==> src/rtl/lfsr_pkg.sv <==
// Shared types and constants for the LFSR sequencer slice.
// Holds the FSM state encoding and the default Galois feedback polynomial.
package lfsr_pkg;

   typedef enum logic [1:0] {
      IDLE = 2'd0,
      LOAD = 2'd1,
      RUN  = 2'd2,
      DONE = 2'd3
   } state_t;

   // x^4 + x + 1, maximal length (period 15) for a 4-bit register
   localparam logic [3:0] DEFAULT_TAPS = 4'b0010;

endpackage

==> src/rtl/lfsr_core.sv <==
// Galois LFSR datapath: state register with a parallel load and a single-step advance.
// Load has priority over step.
module lfsr_core
   import lfsr_pkg::*;
#(
   parameter int               WIDTH = 4,
   parameter logic [WIDTH-1:0] TAPS  = DEFAULT_TAPS
) (
   input  logic             clk,
   input  logic             rst,
   input  logic             load,
   input  logic [WIDTH-1:0] load_val,
   input  logic             step,
   output logic [WIDTH-1:0] state
);

   logic [WIDTH-1:0] state_q;
   logic [WIDTH-1:0] state_d;
   logic [WIDTH-1:0] step_val;

   // The MSB feeds back into bit 0 and into every tapped position
   always_comb begin
      step_val[0] = state_q[WIDTH-1];
      for (int i = 1; i < WIDTH; i++) begin
         step_val[i] = state_q[i-1] ^ (TAPS[i] & state_q[WIDTH-1]);
      end
      state_d = state_q;
      if (load) begin
         state_d = load_val;
      end else if (step) begin
         state_d = step_val;
      end
   end

   always_ff @(posedge clk) begin
      if (rst) begin
         state_q <= '0;
      end else begin
         state_q <= state_d;
      end
   end

   assign state = state_q;

endmodule

==> src/rtl/lfsr_seq_ctrl.sv <==
// Run sequencer for a Galois LFSR: captures seed/nsteps on start, streams samples over valid/ready.
// Optional zero-seed lockup reporting is enabled by defining LFSR_LOCKUP_DETECT_EN.
module lfsr_seq_ctrl
   import lfsr_pkg::*;
#(
   parameter int               WIDTH = 4,
   parameter logic [WIDTH-1:0] TAPS  = DEFAULT_TAPS,
   parameter int               CNT_W = 8
) (
   input  logic             clk,
   input  logic             rst,
   input  logic             start,
   input  logic [WIDTH-1:0] seed,
   input  logic [CNT_W-1:0] nsteps,
   output logic [WIDTH-1:0] out_data,
   output logic             out_valid,
   input  logic             out_ready,
   output logic             busy,
`ifdef LFSR_LOCKUP_DETECT_EN
   output logic             lockup_err,
`endif
   output logic             done
);

   state_t           state_q, state_d;
   logic [WIDTH-1:0] seed_q, seed_d;
   logic [CNT_W-1:0] nsteps_q, nsteps_d;
   logic [CNT_W-1:0] cnt_q, cnt_d;
   logic             out_valid_q, out_valid_d;
   logic             busy_q, busy_d;
   logic             done_q, done_d;
`ifdef LFSR_LOCKUP_DETECT_EN
   logic             lockup_q, lockup_d;
`endif

   logic             lfsr_load;
   logic             lfsr_step;
   logic [WIDTH-1:0] lfsr_load_val;
   logic [WIDTH-1:0] lfsr_state;

   lfsr_core #(
      .WIDTH (WIDTH),
      .TAPS  (TAPS)
   ) u_lfsr_core (
      .clk      (clk),
      .rst      (rst),
      .load     (lfsr_load),
      .load_val (lfsr_load_val),
      .step     (lfsr_step),
      .state    (lfsr_state)
   );

   always_comb begin
      state_d       = state_q;
      seed_d        = seed_q;
      nsteps_d      = nsteps_q;
      cnt_d         = cnt_q;
      lfsr_load     = 1'b0;
      lfsr_step     = 1'b0;
      lfsr_load_val = seed_q;
`ifdef LFSR_LOCKUP_DETECT_EN
      lockup_d      = 1'b0;
`else
      // An all-zero state would never leave zero, so substitute the smallest live seed
      if (seed_q == '0) begin
         lfsr_load_val = WIDTH'(1);
      end
`endif

      case (state_q)
         IDLE: begin
            if (start) begin
               seed_d   = seed;
               nsteps_d = nsteps;
               state_d  = LOAD;
            end
         end
         LOAD: begin
            lfsr_load = 1'b1;
            cnt_d     = nsteps_q;
`ifdef LFSR_LOCKUP_DETECT_EN
            if (seed_q == '0) begin
               state_d  = DONE;
               lockup_d = 1'b1;
            end else
`endif
            if (nsteps_q == '0) begin
               state_d = DONE;
            end else begin
               state_d = RUN;
            end
         end
         RUN: begin
            if (out_ready) begin
               lfsr_step = 1'b1;
               cnt_d     = cnt_q - CNT_W'(1);
               if (cnt_q == CNT_W'(1)) begin
                  state_d = DONE;
               end
            end
         end
         DONE: begin
            state_d = IDLE;
         end
         default: begin
            state_d = IDLE;
         end
      endcase

      // Outputs are registered, so they are decoded from the state being entered
      out_valid_d = (state_d == RUN);
      busy_d      = (state_d == LOAD) || (state_d == RUN);
      done_d      = (state_d == DONE);
   end

   always_ff @(posedge clk) begin
      if (rst) begin
         state_q     <= IDLE;
         seed_q      <= '0;
         nsteps_q    <= '0;
         cnt_q       <= '0;
         out_valid_q <= 1'b0;
         busy_q      <= 1'b0;
         done_q      <= 1'b0;
`ifdef LFSR_LOCKUP_DETECT_EN
         lockup_q    <= 1'b0;
`endif
      end else begin
         state_q     <= state_d;
         seed_q      <= seed_d;
         nsteps_q    <= nsteps_d;
         cnt_q       <= cnt_d;
         out_valid_q <= out_valid_d;
         busy_q      <= busy_d;
         done_q      <= done_d;
`ifdef LFSR_LOCKUP_DETECT_EN
         lockup_q    <= lockup_d;
`endif
      end
   end

   assign out_data  = lfsr_state;
   assign out_valid = out_valid_q;
   assign busy      = busy_q;
   assign done      = done_q;
`ifdef LFSR_LOCKUP_DETECT_EN
   assign lockup_err = lockup_q;
`endif

endmodule
==> config.mk <==
export PLATFORM = sky130hd
export DESIGN_NAME = lfsr_seq_ctrl
export DESIGN_NICKNAME = d
export VERILOG_FILES = /design/src/rtl/lfsr_pkg.sv /design/src/rtl/lfsr_core.sv /design/src/rtl/lfsr_seq_ctrl.sv
export SDC_FILE = /design/constraint.sdc
export NUM_CORES = 1
export LEC_CHECK = 0
export BUFFER_PORTS_ARGS = -buffer_cell sky130_fd_sc_hd__buf_2
export CORE_UTILIZATION = 40
export CTS_CLUSTER_DIAMETER = 100
export DETAILED_ROUTE_END_ITERATION = 10
export GPL_TIMING_DRIVEN = 1
export PLACE_DENSITY = 0.73
export SLEW_MARGIN = 20
export SYNTH_ARGS = -nofsm -noshare
export SYNTH_HDL_FRONTEND = slang
export SYNTH_SLANG_ARGS = --single-unit
==> constraint.sdc <==
create_clock -name clk -period 1.73 [get_ports clk]
set_input_delay 0 -clock clk [delete_from_list [all_inputs] [get_ports clk]]
set_output_delay 0 -clock clk [all_outputs]
set_load 0.005 [all_outputs]
==> key figures <==
Synth
  – Mapped Avg Cell Area: 8.72 µm²
  – Yosys warning count: 0
  – Syn Inst Count: 160
  – Synth Area in Compound Gates: 0.210
  – Synth Area in Adders: 0.0628
  – Yosys cell types: 41
  – Top FF cell, synth: dfxtp_1
  – Synth Area in XOR/XNOR: 0.00628
  – Combinational family with the most area after synthesis: simple AND/OR/NAND/NOR gates
  – Mapped cell area: 1400 µm²
  – Sequential fraction of the synthesis area: 0.416
  – Syn Nets: 183
  – Async set or reset register ratio after synthesis: 0
  – Multiplexer share of the synthesized area: 0.0143
  – Register bit total from synthesis: 29
  – Simple-Gate Fraction of Synth Area: 0.235
  – Number of synthesized flops with an enable pin: 0

Power
  – Power Dens Cells: ~1800 nW/µm²
  – Maximum VDD drop: 0.00103 V
  – Leakage Power: 0.745 nW
  – Final Power: 3.19 mW

Cells and area
  – Final core occ: 0.542
  – Final instance area: 1810 µm²
  – Fraction of layout cells with a size suffix above 1: 0.240
  – Antenna cells: 0
  – Layout Nets: between 200 and 250
  – Area Overhead vs Synth: 29.7%

Global route
  – First-pass GRT wire length: 5110 µm
  – Met1 Use GR: 0.237
  – Total grt overflow: 0
  – Vias in the first global route: 1151
  – M2 GR Usage: 0.309
  – Global route hottest layer: met2
  – Initial antenna violation count: 0
  – GR Util All Layers: 0.192
  – Largest net degree at the start of global routing: 30
  – Met3 GRT Util: 0.0525

Run status
  – Status: finished, final reports clean

Floorplan
  – Initial Util: 0.418
  – Die height: 61.1 µm
  – I/O Pins: 23
  – Die width: around 61 µm
  – Row count: 21
  – Total die area: 3730 µm²
  – Core area: 3340 µm²

STA
  – Max Slew Vio Count: 0
  – RSZ-0062 raised after global routing: no
  – Worst rel slew slack: 0.633
  – Final Hold Vio Count: 0
  – Worst slew pin tran: 0.550 ns
  – Worst Clk Skew: around 0.010 ns
  – Period minus WS final: 1.61 ns
  – Setup TNS: 0 ns
  – Period Utilization, post-route: 0.929
  – Fmax: 0.622 GHz
  – Setup violators final: 0

Route
  – WL/cell: 13.2 µm
  – Drt pass-1 iters: 4
  – Vias/cell: 5.18
  – # DRC: 0
  – Initial DRC count: 33
  – Antenna viol nets, final: 0
  – Routed wire length: 3240 µm
  – Via count: 1274

Place
  – GPL Wtd Cong: 0.832
  – Post-DP Area: 1560 µm²
  – I/O Buffers: 22
  – Post-DP HPWL: 2070 µm

CTS
  – CTS HTree Levels: 2
  – Clock buffer depth: 2
  – TritonCTS buffer count: 5
  – Sink Count: 29
  – Clk root buf: clkbuf_4
  – Clk_lat worst skew: 0.33 ns
  – CTS tree: done
  – Clock-pin slew on the worst setup and hold paths: 0.10 ns

Worst hold path
  – HP Class: in -> reg

Job
  – Max cap viols: 0

Critical path
  – Crit Path Category: reg -> reg
  – CP endpoint kind: register
  – Critical Path AT: ~1.8 ns
  – Startpoint Class: register
  – Crit Path Max Fanout: 6
  – Req. time, crit path: ~1.9 ns
-- report_power, final --
| part | switching, mW | internal [mW] |
|---|---|---|
| sequential | 0.173 | 0.881 |
| combinational | 0.757 | 0.685 |
| clock | 0.250 | 0.447 |
| total | 1.18 | 2.01 |
-- synth_stat cells, types with 2 or more instances --
library cell | count | share of area
a211oi_1 | 5 | 0.027
a21oi_1 | 15 | 0.054
a311oi_1 | 5 | 0.031
a31oi_1 | 2 | 0.0090
and3_1 | 4 | 0.018
clkbuf_1 | 6 | 0.016
dfxtp_1 | 29 | 0.42
ha_1 | 7 | 0.063
inv_1 | 7 | 0.019
mux2i_1 | 2 | 0.014
nand2_1 | 29 | 0.078
nand4_1 | 2 | 0.0090
nor2_1 | 6 | 0.016
nor2b_1 | 5 | 0.022
nor3_1 | 6 | 0.022
nor3b_1 | 2 | 0.011
nor4_1 | 2 | 0.0090
o21bai_1 | 3 | 0.016
-- per-layer routing --
layer  routed length [µm]  vias to the layer above
met5                    0                        -
met4                   87                        0
met3                  100                        9
met2                 1540                       31
met1                 1510                      587
li1                     -                      647
-- registers in the layout (all words and copies together), names as in the netlist --
register           cells
seed_q                 4
state_q                2
done                   1
u_lfsr_core.state      4
cnt_q                  8
out_valid              1
busy                   1
nsteps_q               8
-- path summary, 6_finish.rpt --
check,from,endpoint,slack [ns],cells after the start
setup / recovery,cnt_q[4],busy,0.12,5
hold / removal,out_ready,cnt_q[4],0.13,3
setup reg to reg,cnt_q[4],busy,0.12,5
hold reg to reg,seed_q[0],seed_q[0],0.48,2
-- cells by family after synthesis --
logic type      count (synthesis)
simple gates                   64
xor+xnor                        1
compound gates                 40
mux                             2
fa+ha+maj                       7
buf+inv                        17
flops                          29
-- per-stage QoR --
step | hold WS (ns) | setup slack, ns | std cells
floorplan | 0.136 | 0.0574 | 160
global placement | 0.242 | 0.137 | 224
global route | 0.140 | 0.00355 | 246
detailed placement | 0.247 | 0.0610 | 224
finish | 0.128 | 0.122 | 246
CTS | 0.116 | 0.0484 | 244
-- layout make-up --
type                       count  area, µm²
clock buffer                   5       37.5
inverter                       7       26.3
timing repair buffer          42        294
multi-input combinational    114        748
fill                         321       1530
tap                           46       57.6
sequential                    29        581
clock inverter                 3       65.1
-- placed cells by master (no fill, tap or decap), drive strengths merged, types with 6 or more instances in the layout --
| cell | netlist | routed |
|---|---|---|
| a21oi | 15 | 15 |
| dfxtp | 29 | 29 |
| nand2 | 29 | 29 |
| dlygate4sd3 | 0 | 12 |
| ha | 7 | 7 |
| inv | 7 | 7 |
| nor3 | 6 | 6 |
| buf | 3 | 29 |
| a311oi | 6 | 6 |
| nor2 | 6 | 6 |
-- worst max-delay path, stage by stage, from the launching register on --
cell	delay [ns]
dfxtp_1	0.38
nor4_4	0.34
o2111ai_2	0.20
and3_2	0.25
ha_1	0.26
nor2_1	0.04
-- timing repair --
item / 4_1_cts / 5_1_grt
hold endpoints to repair: 12 / 0
gates resized for setup: 0 / 6
setup buffers: 0 / 1
hold buffers: 12 / 0
endpoints found under the setup margin: 0 / 5
Note: power is estimated with default switching activity, not from simulation.
